--- config.mk ---
export PLATFORM = sky130hd
export DESIGN_NAME = fpc_arb2
export DESIGN_NICKNAME = d
export VERILOG_FILES = /design/src/rtl/fpc_arb2.sv
export SDC_FILE = /design/constraint.sdc
export NUM_CORES = 1
export LEC_CHECK = 0
export ABC_AREA = 1
export BUFFER_PORTS_ARGS = -buffer_cell sky130_fd_sc_hd__buf_2
export CAP_MARGIN = 20
export CORE_ASPECT_RATIO = 1.25
export CORE_MARGIN = 5
export CORE_UTILIZATION = 50
export DETAILED_ROUTE_END_ITERATION = 8
export PLACE_DENSITY = 0.84
export SETUP_SLACK_MARGIN = 0.2
export SLEW_MARGIN = 15
export SYNTH_ARGS = -nofsm -noshare
export SYNTH_HDL_FRONTEND = slang
export SYNTH_SLANG_ARGS = --single-unit
--- constraint.sdc ---
create_clock -name clk -period 3.6 [get_ports clk]
set_clock_uncertainty 0.1 [all_clocks]
set_input_delay 0.72 -clock clk [delete_from_list [all_inputs] [get_ports clk]]
set_output_delay 0.72 -clock clk [all_outputs]
set_load 0.02 [all_outputs]
--- src/rtl/fpc_arb2.sv ---
// ============================================================================
//  Module   : fpc_arb2
//  Brief    : Two-requester round-robin front end for one shared bfloat16 FP
//             unit, with per-requester response buffers and a result timeout.
//  Revision : 1.0
// ============================================================================
`default_nettype none

module fpc_arb2 (
  input  logic        clk,
  input  logic        rst_n,

  input  logic        req0_valid,
  output logic        req0_ready,
  input  logic [15:0] req0_a,
  input  logic [15:0] req0_b,
  input  logic        req0_mode,
  output logic        rsp0_valid,
  output logic [15:0] rsp0_data,
  input  logic        rsp0_ready,

  input  logic        req1_valid,
  output logic        req1_ready,
  input  logic [15:0] req1_a,
  input  logic [15:0] req1_b,
  input  logic        req1_mode,
  output logic        rsp1_valid,
  output logic [15:0] rsp1_data,
  input  logic        rsp1_ready,

  output logic        fpc_in_valid,
  output logic [15:0] fpc_in_a,
  output logic [15:0] fpc_in_b,
  output logic        fpc_mode,
  input  logic        fpc_out_valid,
  input  logic [15:0] fpc_out,

  output logic        busy,
  output logic        err
);

  localparam logic [15:0] C_QNAN     = 16'h7FC0;
  localparam logic [3:0]  C_TCNT_MAX = 4'hF;

  typedef enum logic [1:0] {
    S_IDLE  = 2'd0,
    S_ISSUE = 2'd1,
    S_WAIT  = 2'd2
  } state_t;

  state_t      r_state;
  logic        r_rr;
  logic [3:0]  r_tcnt;
  logic        r_err;
  logic        r_rsp0_valid;
  logic        r_rsp1_valid;
  logic [15:0] r_rsp0_data;
  logic [15:0] r_rsp1_data;
  logic [15:0] r_op_a;
  logic [15:0] r_op_b;
  logic        r_op_mode;
  logic        r_owner;

  logic        w_elig0;
  logic        w_elig1;
  logic        w_gnt_any;
  logic        w_gnt_id;
  logic        w_done;
  logic        w_wr0;
  logic        w_wr1;
  logic [15:0] w_res;

  // A requester whose result is still unread cannot start another op.
  assign w_elig0   = req0_valid & ~r_rsp0_valid;
  assign w_elig1   = req1_valid & ~r_rsp1_valid;
  assign w_gnt_any = (r_state == S_IDLE) & (w_elig0 | w_elig1);
  assign w_gnt_id  = (w_elig0 & w_elig1) ? r_rr : w_elig1;

  assign w_done = (r_state == S_WAIT) & (fpc_out_valid | (r_tcnt == C_TCNT_MAX));
  assign w_res  = fpc_out_valid ? fpc_out : C_QNAN;
  assign w_wr0  = w_done & ~r_owner;
  assign w_wr1  = w_done &  r_owner;

  // Handshake is gated by rst_n so nothing is accepted while reset is held.
  assign req0_ready = rst_n & w_gnt_any & ~w_gnt_id;
  assign req1_ready = rst_n & w_gnt_any &  w_gnt_id;

  assign fpc_in_valid = (r_state == S_ISSUE);
  assign fpc_in_a     = r_op_a;
  assign fpc_in_b     = r_op_b;
  assign fpc_mode     = r_op_mode;
  assign busy         = (r_state != S_IDLE);
  assign err          = r_err;
  assign rsp0_valid   = r_rsp0_valid;
  assign rsp1_valid   = r_rsp1_valid;
  assign rsp0_data    = r_rsp0_data;
  assign rsp1_data    = r_rsp1_data;

  always_ff @(posedge clk or negedge rst_n) begin
    if (!rst_n) begin
      r_state      <= S_IDLE;
      r_rr         <= 1'b0;
      r_tcnt       <= 4'd0;
      r_err        <= 1'b0;
      r_rsp0_valid <= 1'b0;
      r_rsp1_valid <= 1'b0;
      r_rsp0_data  <= 16'd0;
      r_rsp1_data  <= 16'd0;
      r_op_a       <= 16'd0;
      r_op_b       <= 16'd0;
      r_op_mode    <= 1'b0;
      r_owner      <= 1'b0;
    end else begin
      case (r_state)
        S_IDLE: begin
          if (w_gnt_any) begin
            r_op_a    <= w_gnt_id ? req1_a    : req0_a;
            r_op_b    <= w_gnt_id ? req1_b    : req0_b;
            r_op_mode <= w_gnt_id ? req1_mode : req0_mode;
            r_owner   <= w_gnt_id;
            r_rr      <= ~w_gnt_id;
            r_state   <= S_ISSUE;
          end
        end
        S_ISSUE: begin
          r_tcnt  <= 4'd0;
          r_state <= S_WAIT;
        end
        S_WAIT: begin
          if (fpc_out_valid) begin
            r_state <= S_IDLE;
          end else if (r_tcnt == C_TCNT_MAX) begin
            r_err   <= 1'b1;
            r_state <= S_IDLE;
          end else begin
            r_tcnt <= r_tcnt + 4'd1;
          end
        end
        default: r_state <= S_IDLE;
      endcase

      // A write never targets a buffer that is being popped: the owner's
      // buffer was empty at grant and only this path fills it.
      if (w_wr0) begin
        r_rsp0_valid <= 1'b1;
        r_rsp0_data  <= w_res;
      end else if (rsp0_ready) begin
        r_rsp0_valid <= 1'b0;
      end

      if (w_wr1) begin
        r_rsp1_valid <= 1'b1;
        r_rsp1_data  <= w_res;
      end else if (rsp1_ready) begin
        r_rsp1_valid <= 1'b0;
      end
    end
  end

endmodule

`default_nettype wire

# After elaboration in Yosys (flattened, before gate mapping)
# Cells that the tools add are included.
# op_classes
add_sub_neg	1
n_eq_ne	7
n_mux	16
bitwise	17
n_reduce_logical	9
# ops
operator	n
16-bit 2-to-1 mux	3
1-bit bitwise AND	10
4-bit 2-to-1 mux	2
4-bit case mux with 2 select lines	1
2-bit nonzero test	4
1-bit 2-to-1 mux	6
2-bit 2-to-1 mux	3
2-bit != test (second input constant)	3
2-bit case mux with 3 select lines	1
3-bit AND reduction	2
1-bit NOT	5
4-bit by 1-bit adder with 4-bit output (second input constant)	1
4-bit == test (second input constant)	1
2-bit AND reduction	2
3-bit by 2-bit != test with 1-bit output (second input constant)	1
2-bit by 1-bit == test with 1-bit output (second input constant)	1
2-bit == test (second input constant)	1
2-bit zero test	1
1-bit bitwise OR	2
# word_totals
register_bits	76
inputBits	89
out_inout_bits	72
word_cells	62

# Logic depth before layout (Yosys ltp)
# Gate-level depths: netlist of run 1.
# logic_depth
depth_word	6
mapped_depth	9
depth_no_buf	8

# Worst setup path after synthesis of run 1
# No wires, ideal clock.
# synth_timing
path_type	input port to output port
from	input req0_valid
to	output req0_ready
t_arrival_ns	1.483
required_ns	2.780
path_slack_ns	1.297
path_stages	5
n_path_buf	1
path_cell_list	nand3_2 -> nand2_2 -> buf_4 -> nand2_1 -> nor2_1
# synth_via
elab_chain_len	5
elab_cells_between_ends	8
classes_between	1 x mux; 7 x bitwise
# synth_lines
item	line_no	source
start, declared	13	input logic req0_valid,
1-bit bitwise AND (*)	74	assign w_elig0 = req0_valid & ~r_rsp0_valid;
1-bit bitwise OR / 1-bit bitwise AND (equally long branches)	76, 77	
1-bit bitwise AND / 1-bit 2-to-1 mux (equally long branches)	76, 77	
1-bit bitwise AND / 1-bit NOT (equally long branches)	85	assign req0_ready = rst_n & w_gnt_any & ~w_gnt_id;
1-bit bitwise AND (*)	85	
end, declared	14	output logic req0_ready,
# Every way passes the cells marked *; elsewhere a longest branch is shown, timed or not.

# Worst setup path in the final report of run 1
# layout_timing
from	register r_state[0]
to	output req0_ready
# layout_via
elab_chain_len	4
# layout_lines
item	line_no	source
start, declared	51	state_t r_state;
start signal, assigned	101	r_state <= S_IDLE;
start signal, assigned	122	r_state <= S_ISSUE;
start signal, assigned	127	r_state <= S_WAIT;
2-bit zero test	76	assign w_gnt_any = (r_state == S_IDLE) & (w_elig0 | w_elig1);
1-bit bitwise AND	76	
1-bit bitwise AND (2 in a row)	85	
# Every way passes these cells.

==> results.yml, run 1 <==
clock_network:
  cts.sink_count: 76
  postCtsSetupRepairBufs: 0
  clock_latency_ns: 0.33
  cts_resized: 0
  cts_tree: "yes"
  cts.reportedPaths.clkPinSlew_ns: 0.08
  cts_buffers: 9
  cts-root-buf: "clkbuf_8"
  cts_hold_buf: 0
  cts_buffer_depth: 2
  htreeDepth: 3
synth:
  synth.most_common_cell: "nand2_1"
  synthMuxAreaShare_pct: 0
  syn-num-nets: 542
  ys_async_sr_fraction_pct: 100
  synth_common_cells: "nand2_1, dfrtp_1, nand3_1"
  synth-simple-area-share_pct: 33.0
  synth_area_per_cell_sq_um: 8.23
  syn_area_sq_mm: 0.00369
  yosysTopAreaCell: "dfrtp_1"
  synth-xor-area-share_pct: 0.237
  synth_top_family_by_area: "simple AND/OR/NAND/NOR gates"
  synth-seq-area-share_pct: 51.6
  synthAdderAreaFrac_pct: 1.70
  synth_compound_area_share_pct: 7.02
  ys_seq_elements: 76
  synth_top_area_share_pct: 51.6
  synth_area_leaders: "dfrtp_1, nand2_1, nand3_1"
  synth_warnings: 0
  netlist_instances: 448
  synth-edff-count: 0
  ys_types: 22
  synth-main-ff-cell: "dfrtp_1"
placement:
  gp_congestion: 0.842
  placed_cell_area_sq_mm: 0.00445
  dp_hpwl_microns: 7030
  io_buffers: 160
drt:
  drtIter0Drc: 150
  avgRoutedWirePerCell_microns: 13.6
  drt_wl_total_microns: 9480
  ant_nets: 0
  route.vias.total: 3458
  drc: 0
  via_per_inst: 4.97
  drt-pass1-iter-count: 5
grt:
  grt_pass1_vias: 3268
  antenna_found_initial: 0
  gr-usage-met2_pct: 34.4
  gr-usage-met3_pct: 3.88
  grt_overflow: 0
  grt.met1_usage_pct: 25.2
  grt_pass1_wl_microns: 14900
  busiest_layer: "met2"
  track_usage_pct: 20.3
  grt_max_degree: 77
worst_hold_path:
  min_path_type: "reg -> reg"
  hold_path_depth: 2
  worstHoldStart: "fpc_in_a[2]$_DFFE_PN0P_"
  whs_endpoint: "fpc_in_a[2]$_DFFE_PN0P_"
critical_path:
  endpoint_kind: "output port"
  cp.required_ns: 2.78
  r2r_slack_ns: 1.55
  r2r_end: "fpc_in_b[1]$_DFFE_PN0P_"
  path_class: "reg -> out"
  timing.rr.start: "r_state[0]$_DFFE_PN0P_"
  crit_arrival_ns: 1.98
  cp-start-kind: "flip-flop"
  crit_fanout: 37
  reg2reg_depth: 7
sta:
  setup_violations: 0
  fmax_ghz: 0.357
  fin_crit_sh_pct: 77.8
  slew_viol_final: 0
  slew_headroom_pct: 37.7
  worst_pin_slew_ns: 0.935
  hold_viol: 0
  whs_ns: 0.379
  fin_crit_ns: 2.80
  rsz0062_at_grt: "no"
  final.setup.tns_ns: 0
floorplanning:
  ios: 161
  row_count: 35
  initial_core_util_pct: 50.7
  die_y_microns: 106
  core_sq_mm: 0.00727
  dieArea_sq_mm: 0.00921
  die_x_microns: 86.8
pwr:
  power_density_mw_per_mm2: 881
  ir_drop_uv: 387
  switching_share_pct: 43.9
  combPwrFrac_pct: 46.7
  power.internal_mw: 2.32
  seqPwrFrac_pct: 34.8
  pwr-share-clk_pct: 18.5
  p_switching_mw: 1.82
  leakagePower_nw: 2.76
status:
  status: "finished, final reports clean"
flow_run:
  drv_cap: 0
cells_and_area:
  syn_to_final_growth_pct: 27.2
  final_cell_area_sq_mm: 0.00469
  final_util_pct: 64.6
  layout-drive-gt1-share_pct: 34.3
  nets: 693
  n_antenna_cell: 0
==> power by group through the flow <==
stage | combinational, mW | sequential, mW | clock, mW
after detailed placement | 1.95 | 1.45 | 0
after global routing | 2.13 | 1.49 | 0.822
after global placement | 1.89 | 1.44 | 0
after floorplan | 0.912 | 1.87 | 0
after CTS | 1.96 | 1.44 | 0.783
final | 1.93 | 1.44 | 0.764
==> logic make-up (layout without fill, tap and decap cells) <==
family / count (synthesis) / in the layout
fa+ha+maj: 5 / 5
xor+xnor: 1 / 1
compound gates: 38 / 38
buf+inv: 39 / 195
flops: 76 / 76
simple gates: 289 / 289
==> final cells by class <==
class / instances / area, sq um
fillers: 645 / 2580
flip-flops and latches: 76 / 1900
multi-input cells: 333 / 1550
repair buffers: 164 / 833
clock buffers: 10 / 128
well taps: 92 / 115
clock inverters: 6 / 113
inverters: 15 / 56.3
==> state kept, by name (all words and copies together), names as in the netlist, 2 cells and up <==
name,flops
r_state,2
rsp0_data,16
rsp1_data,16
fpc_in_b,16
fpc_in_a,16
r_tcnt,4
==> placed cells by master, fill, tap and decap left out <==
cell,n
a21boi_0,1
buf_2,159
buf_4,5
bufinv_16,3
clkbuf_1,1
clkbuf_8,9
clkinv_2,1
clkinv_4,2
dfrtp_1,76
ha_1,5
inv_1,11
inv_2,4
nand2_1,228
nand2_2,1
nand2_4,1
nand3_1,38
nand3_2,1
nand3_4,3
nand4_1,4
nor2_1,12
nor2_8,1
o21ai_0,4
o21ai_1,15
o21ai_2,17
o21bai_1,1
xor2_1,1
==> worst max-delay path by stage <==
stage,start,to,slack [ns],depth (start not counted)
final,r_state[0]$_DFFE_PN0P_,req0_ready,0.80,7
after CTS,r_state[0]$_DFFE_PN0P_,req0_ready,0.77,7
after global routing,r_state[1]$_DFFE_PN0P_,req0_ready,0.59,7
after global placement,req1_valid,req0_ready,1.01,8
after detailed placement,req0_valid,req0_ready,0.99,8
after floorplan,req0_valid,req0_ready,1.30,5
==> routing by layer <==
metal,wire (microns),up-vias
li1,-,1711
met1,3960,1600
met2,4660,131
met3,676,16
met4,179,0
met5,0,-
==> worst max-delay path, cell delays in order (launching register included) <==
cell and delay (ns):
dfrtp_1 0.41, inv_1 0.12, ha_1 0.20, inv_1 0.11, nor2_8 0.41, nand2_1 0.12
nor2_1 0.11, buf_2 0.17
==> through the flow <==
step	total power [mW]	worst slack, ns	std cells
after floorplan	2.78	1.30	448
after global placement	3.33	1.01	680
after detailed placement	3.40	0.993	680
after CTS	4.18	0.773	696
after global routing	4.44	0.587	696
final	4.13	0.800	696
Power figures use the tool's default switching activity.
==> inputs of run 2 (changes only) <==
--- a/config.mk
+++ b/config.mk
@@ -10,9 +10,9 @@
 export CAP_MARGIN = 20
 export CORE_ASPECT_RATIO = 1.25
 export CORE_MARGIN = 5
-export CORE_UTILIZATION = 50
+export CORE_UTILIZATION = 43
 export DETAILED_ROUTE_END_ITERATION = 8
-export PLACE_DENSITY = 0.84
+export PLACE_DENSITY = 0.76
 export SETUP_SLACK_MARGIN = 0.2
 export SLEW_MARGIN = 15
 export SYNTH_ARGS = -nofsm -noshare
==> constraint.sdc (replaced) <==
create_clock -name clk -period 2.4 [get_ports clk]
set_clock_uncertainty 0.1 [all_clocks]
set_input_delay 0.48 -clock clk [delete_from_list [all_inputs] [get_ports clk]]
set_output_delay 0.48 -clock clk [all_outputs]
set_load 0.02 [all_outputs]
==> run 2 against run 1 <==
Flip-flop and latch count did not move. Register-to-register slack got worse by 1.0 ns. Wire length rose by 3.7%. Sequential power rose by 51%.
==> results.yml, run 2 (synthesis results as in run 1) <==
clock_network:
  htreeDepth: 3
  cts_buffer_depth: 2
  cts_hold_buf: 0
  cts.reportedPaths.clkPinSlew_ns: 0.07
  cts.sink_count: 76
  cts-root-buf: "clkbuf_8"
  clock_latency_ns: 0.34
  cts_tree: "yes"
  cts_buffers: 9
sta:
  hold_viol: 0
  setup_violations: 0
  worst_pin_slew_ns: 0.933
  finalWorstSetupSlack_ns: 0.315
  slew_viol_final: 0
  slew_headroom_pct: 37.8
  rsz0062_at_grt: "no"
  fin_crit_sh_pct: 86.9
  fin_crit_ns: 2.08
  fmax_ghz: 0.480
  final.setup.tns_ns: 0
  whs_ns: 0.219
cells_and_area:
  n_antenna_cell: 0
  layout-drive-gt1-share_pct: 35.0
  final_util_pct: 56.3
  layout.cells.most_common: "nand2_1"
  final_cell_area_sq_mm: 0.00466
  syn_to_final_growth_pct: 26.5
  layoutNonFillerInstCount: 703
  nets: 696
  layout_common_cells: "nand2_1, buf_2, dfrtp_1"
flow_run:
  drv_cap: 0
floorplanning:
  die_x_microns: 92.8
  dieArea_sq_mm: 0.0105
  ios: 161
  row_count: 37
  initial_core_util_pct: 44.5
  core_sq_mm: 0.00829
  die_y_microns: 114
worst_hold_path:
  worstHoldStart: "rsp1_ready"
  hold_path_depth: 2
  min_path_type: "in -> reg"
  whs_endpoint: "rsp1_valid$_DFFE_PN0P_"
drt:
  route.vias.total: 3476
  drt-pass1-iter-count: 5
  avgRoutedWirePerCell_microns: 14.0
  ant_nets: 0
  via_per_inst: 4.94
  drt_wl_total_microns: 9830
  drc: 0
  drtIter0Drc: 184
placement:
  gp_congestion: 0.807
  placed_cell_area_sq_mm: 0.00447
  dp_hpwl_microns: 7360
  dpl.cell_count: 687
  dp_slack_ns: 0.355
  io_buffers: 160
critical_path:
  path_class: "reg -> out"
  crit_arrival_ns: 1.50
  endpoint_kind: "output port"
  crit_fanout: 3
  cp.required_ns: 1.82
  cp-start-kind: "flip-flop"
  timing.rr.start: "r_state[0]$_DFFE_PN0P_"
  r2r_end: "rsp1_data[6]$_DFFE_PN0P_"
  reg2reg_depth: 5
  r2r_slack_ns: 0.54
grt:
  antenna_found_initial: 0
  grt_max_degree: 77
  track_usage_pct: 18.4
  grt_overflow: 0
  grt_pass1_wl_microns: 15500
  grt_pass1_vias: 3289
status:
  status: "finished, final reports clean"
pwr:
  leakagePower_nw: 2.73
  ir_drop_uv: 660
  power_density_mw_per_mm2: 1280
  report.power.total_mw: 5.98
-- run 2: changes by cell type in the layout (fill, tap and decap cells not counted), sizes merged --
cell | before | now
inv | 15 | 14
clkbuf | 10 | 14
bufinv | 3 | 0
clkinvlp | 0 | 1
buf | 164 | 167
clkinv | 3 | 1
-- run 2: final cells by class --
class	instances	area, sq um
Multi-Input combinational cell	333	1550
Clock buffer	14	163
Fill cell	808	3620
Clock inverter	1	7.51
Inverter	15	61.3
Tap cell	97	121
Timing Repair Buffer	167	858
Sequential cell	76	1900
-- run 2: how the worst max path moves through the flow --
stage	cells past startpoint	start	slack (ns)	to
4_1_cts	7	r_state[0]$_DFFE_PN0P_	0.20	req0_ready
3_5_place_dp	7	r_state[0]$_DFFE_PN0P_	0.36	req0_ready
3_3_place_gp	8	req1_valid	0.40	req0_ready
6_report	7	r_state[0]$_DFFE_PN0P_	0.32	req0_ready
5_1_grt	7	r_state[0]$_DFFE_PN0P_	0.20	req0_ready
2_1_floorplan	6	r_state[0]$_DFFE_PN0P_	0.47	req0_ready
-- run 2: repair_timing --
action	in CTS	in global routing
setup endpoints to repair	1	2
setup buffers	1	0
resized for setup	1	8
pin swaps	1	0
-- run 2: power by group --
| part | leakage (nW) | internal (mW) | switching [mW] |
|---|---|---|---|
| sequential | 0.966 | 1.85 | 0.322 |
| combinational | 1.68 | 0.967 | 1.98 |
| clock | 0.0828 | 0.428 | 0.432 |
| total | 2.73 | 3.25 | 2.73 |
-- run 2: layer usage --
layer / track usage, % / wire length (microns) / vias to the layer above
li1: - / - / 1711
met2: 29.8 / 4760 / 136
met3: 4.95 / 763 / 17
met5: 0 / 0 / -
met4: 7.14 / 216 / 0
met1: 23.5 / 4100 / 1612
-- run 2: critical path, cell delays in order, from the launching register on --
cell and delay (ns):
dfrtp_1 0.41, inv_2 0.09, ha_2 0.20, inv_2 0.07, nor2_8 0.08, nand2_1 0.07, nor2_1 0.10, buf_4 0.15
==> inputs of run 3 (changes only) <==
--- a/config.mk
+++ b/config.mk
@@ -10,10 +10,9 @@
 export CAP_MARGIN = 20
 export CORE_ASPECT_RATIO = 1.25
 export CORE_MARGIN = 5
-export CORE_UTILIZATION = 43
+export CORE_UTILIZATION = 48
 export DETAILED_ROUTE_END_ITERATION = 8
-export PLACE_DENSITY = 0.76
-export SETUP_SLACK_MARGIN = 0.2
+export PLACE_DENSITY = 0.81
 export SLEW_MARGIN = 15
 export SYNTH_ARGS = -nofsm -noshare
 export SYNTH_HDL_FRONTEND = slang
==> constraint.sdc (replaced) <==
create_clock -name clk -period 2 [get_ports clk]
set_clock_uncertainty 0.1 [all_clocks]
set_input_delay 0.4 -clock clk [delete_from_list [all_inputs] [get_ports clk]]
set_output_delay 0.4 -clock clk [all_outputs]
set_load 0.02 [all_outputs]
==> run 3 against run 2 <==
Combinational power rose by 24%. Clock power increased by 53%. Critical endpoint unchanged. Largest cell class unchanged. Global-route usage is 2.1 points higher. Sequential share of layout area down 1.0 points. Flip-flop and latch count unchanged. Count of clock-buffer cells in the layout down 4. Wire length is 1.5% lower. Critical path depth stayed put.
==> results.yml, run 3 (synthesis results as in run 1) <==
pwr:
  ir_drop_uv: 760
  leakagePower_nw: 2.80
  power_density_mw_per_mm2: 1580
clock_network:
  cts_buffer_depth: 2
  htreeDepth: 3
  cts_buffers: 9
  cts.sink_count: 76
  cts.reportedPaths.clkPinSlew_ns: 0.08
  clock_latency_ns: 0.33
  cts_tree: "yes"
  cts-root-buf: "clkbuf_8"
worst_hold_path:
  min_path_type: "in -> reg"
sta:
  setup_violations: 0
  finalWorstSetupSlack_ns: 0.0608
  fmax_ghz: 0.516
  final.setup.tns_ns: 0
  fin_crit_ns: 1.94
  slew_viol_final: 0
  fin_crit_sh_pct: 97.0
  slew_headroom_pct: 36.9
  worst_pin_slew_ns: 0.947
  hold_viol: 0
cells_and_area:
  nets: 703
  layoutNonFillerInstCount: 706
  layout_common_cells: "nand2_1, buf_2, dfrtp_1"
  final_cell_area_sq_mm: 0.00478
  syn_to_final_growth_pct: 29.7
  final_util_pct: 64.3
  n_antenna_cell: 0
  layout-drive-gt1-share_pct: 36.6
  layout.cells.most_common: "nand2_1"
critical_path:
  crit_arrival_ns: 1.44
  cp.required_ns: 1.50
  endpoint_kind: "output port"
  crit_fanout: 3
  path_class: "reg -> out"
  cp-start-kind: "flip-flop"
placement:
  dp_slack_ns: 0.150
  dpl.cell_count: 685
  dp_hpwl_microns: 7230
  placed_cell_area_sq_mm: 0.00449
  io_buffers: 160
  gp_congestion: 0.831
grt:
  grt_pass1_vias: 3281
  grt_overflow: 0
  antenna_found_initial: 0
  track_usage_pct: 20.4
  grt_max_degree: 77
  grt_pass1_wl_microns: 15300
drt:
  wl_met1_microns: 3900
  drc: 0
  met2_length_microns: 4740
  avgRoutedWirePerCell_microns: 13.7
  via_per_inst: 4.95
  route.vias.total: 3497
  drt_wl_total_microns: 9690
  drt-pass1-iter-count: 4
  top_layer: "met4"
  ant_nets: 0
  dr_wl_met3_microns: 854
  drtIter0Drc: 178
floorplanning:
  row_count: 35
  dieArea_sq_mm: 0.00955
  die_x_microns: 88.4
  die_y_microns: 108
  initial_core_util_pct: 49.5
  core_sq_mm: 0.00744
  ios: 161
status:
  status: "finished, final reports clean"
flow_run:
  drv_cap: 0
## run 3: layout make-up
| cell class | instances | area, sq um |
|---|---|---|
| clock buffer | 10 | 138 |
| sequential | 76 | 1900 |
| multi-input combinational | 333 | 1570 |
| clock inverter | 6 | 96.3 |
| tap | 92 | 115 |
| inverter | 15 | 56.3 |
| timing repair buffer | 174 | 911 |
| fill | 668 | 2660 |
## run 3: repair_timing
action                                  CTS  global route
pin swaps                                 1             2
setup buffers                             3             2
resized for setup                         5             4
endpoints found under the setup margin    1             2
hold buffers                              0             0
## run 3: worst paths after layout
path	from	end	slack (ns)	depth (start not counted)
setup / recovery	r_state[1]$_DFFE_PN0P_	req0_ready	0.06	7
hold / removal	rsp1_ready	rsp1_valid$_DFFE_PN0P_	0.16	2
setup reg to reg	r_tcnt[0]$_DFFE_PN0P_	rsp1_valid$_DFFE_PN0P_	0.30	6
hold reg to reg	fpc_in_a[10]$_DFFE_PN0P_	fpc_in_a[10]$_DFFE_PN0P_	0.38	2
max in group asynchronous	rst_n	fpc_in_a[4]$_DFFE_PN0P_	0.98	2
min in group asynchronous	rst_n	fpc_in_b[10]$_DFFE_PN0P_	0.19	2
## run 3: metrics by stage
step | hold WS [ns] | power, mW
final | 0.158 | 7.57
after global routing | 0.135 | 8.15
after detailed placement | 0.359 | 6.18
after CTS | 0.142 | 7.58
after global placement | 0.358 | 6.03
after floorplan | 0.00441 | 5.01
## run 3: power by group
group          total (mW)  internal (mW)  switching [mW]
logic                3.65           1.24            2.41
clock network        1.32          0.750           0.575
registers            2.60           2.22           0.376
## run 3: worst max-delay path, stage by stage (launching register included)
cell,delay [ns]
dfrtp_1,0.39
inv_2,0.10
ha_4,0.16
inv_2,0.06
nor2_8,0.08
nand2_2,0.06
nor2_2,0.11
buf_4,0.15
## run 3: metal layers
metal	vias to the layer above	GRT usage (%)
met5	-	0
met4	0	8.32
met3	14	4.27
met2	151	33.7
met1	1596	26.0
li1	1736	-
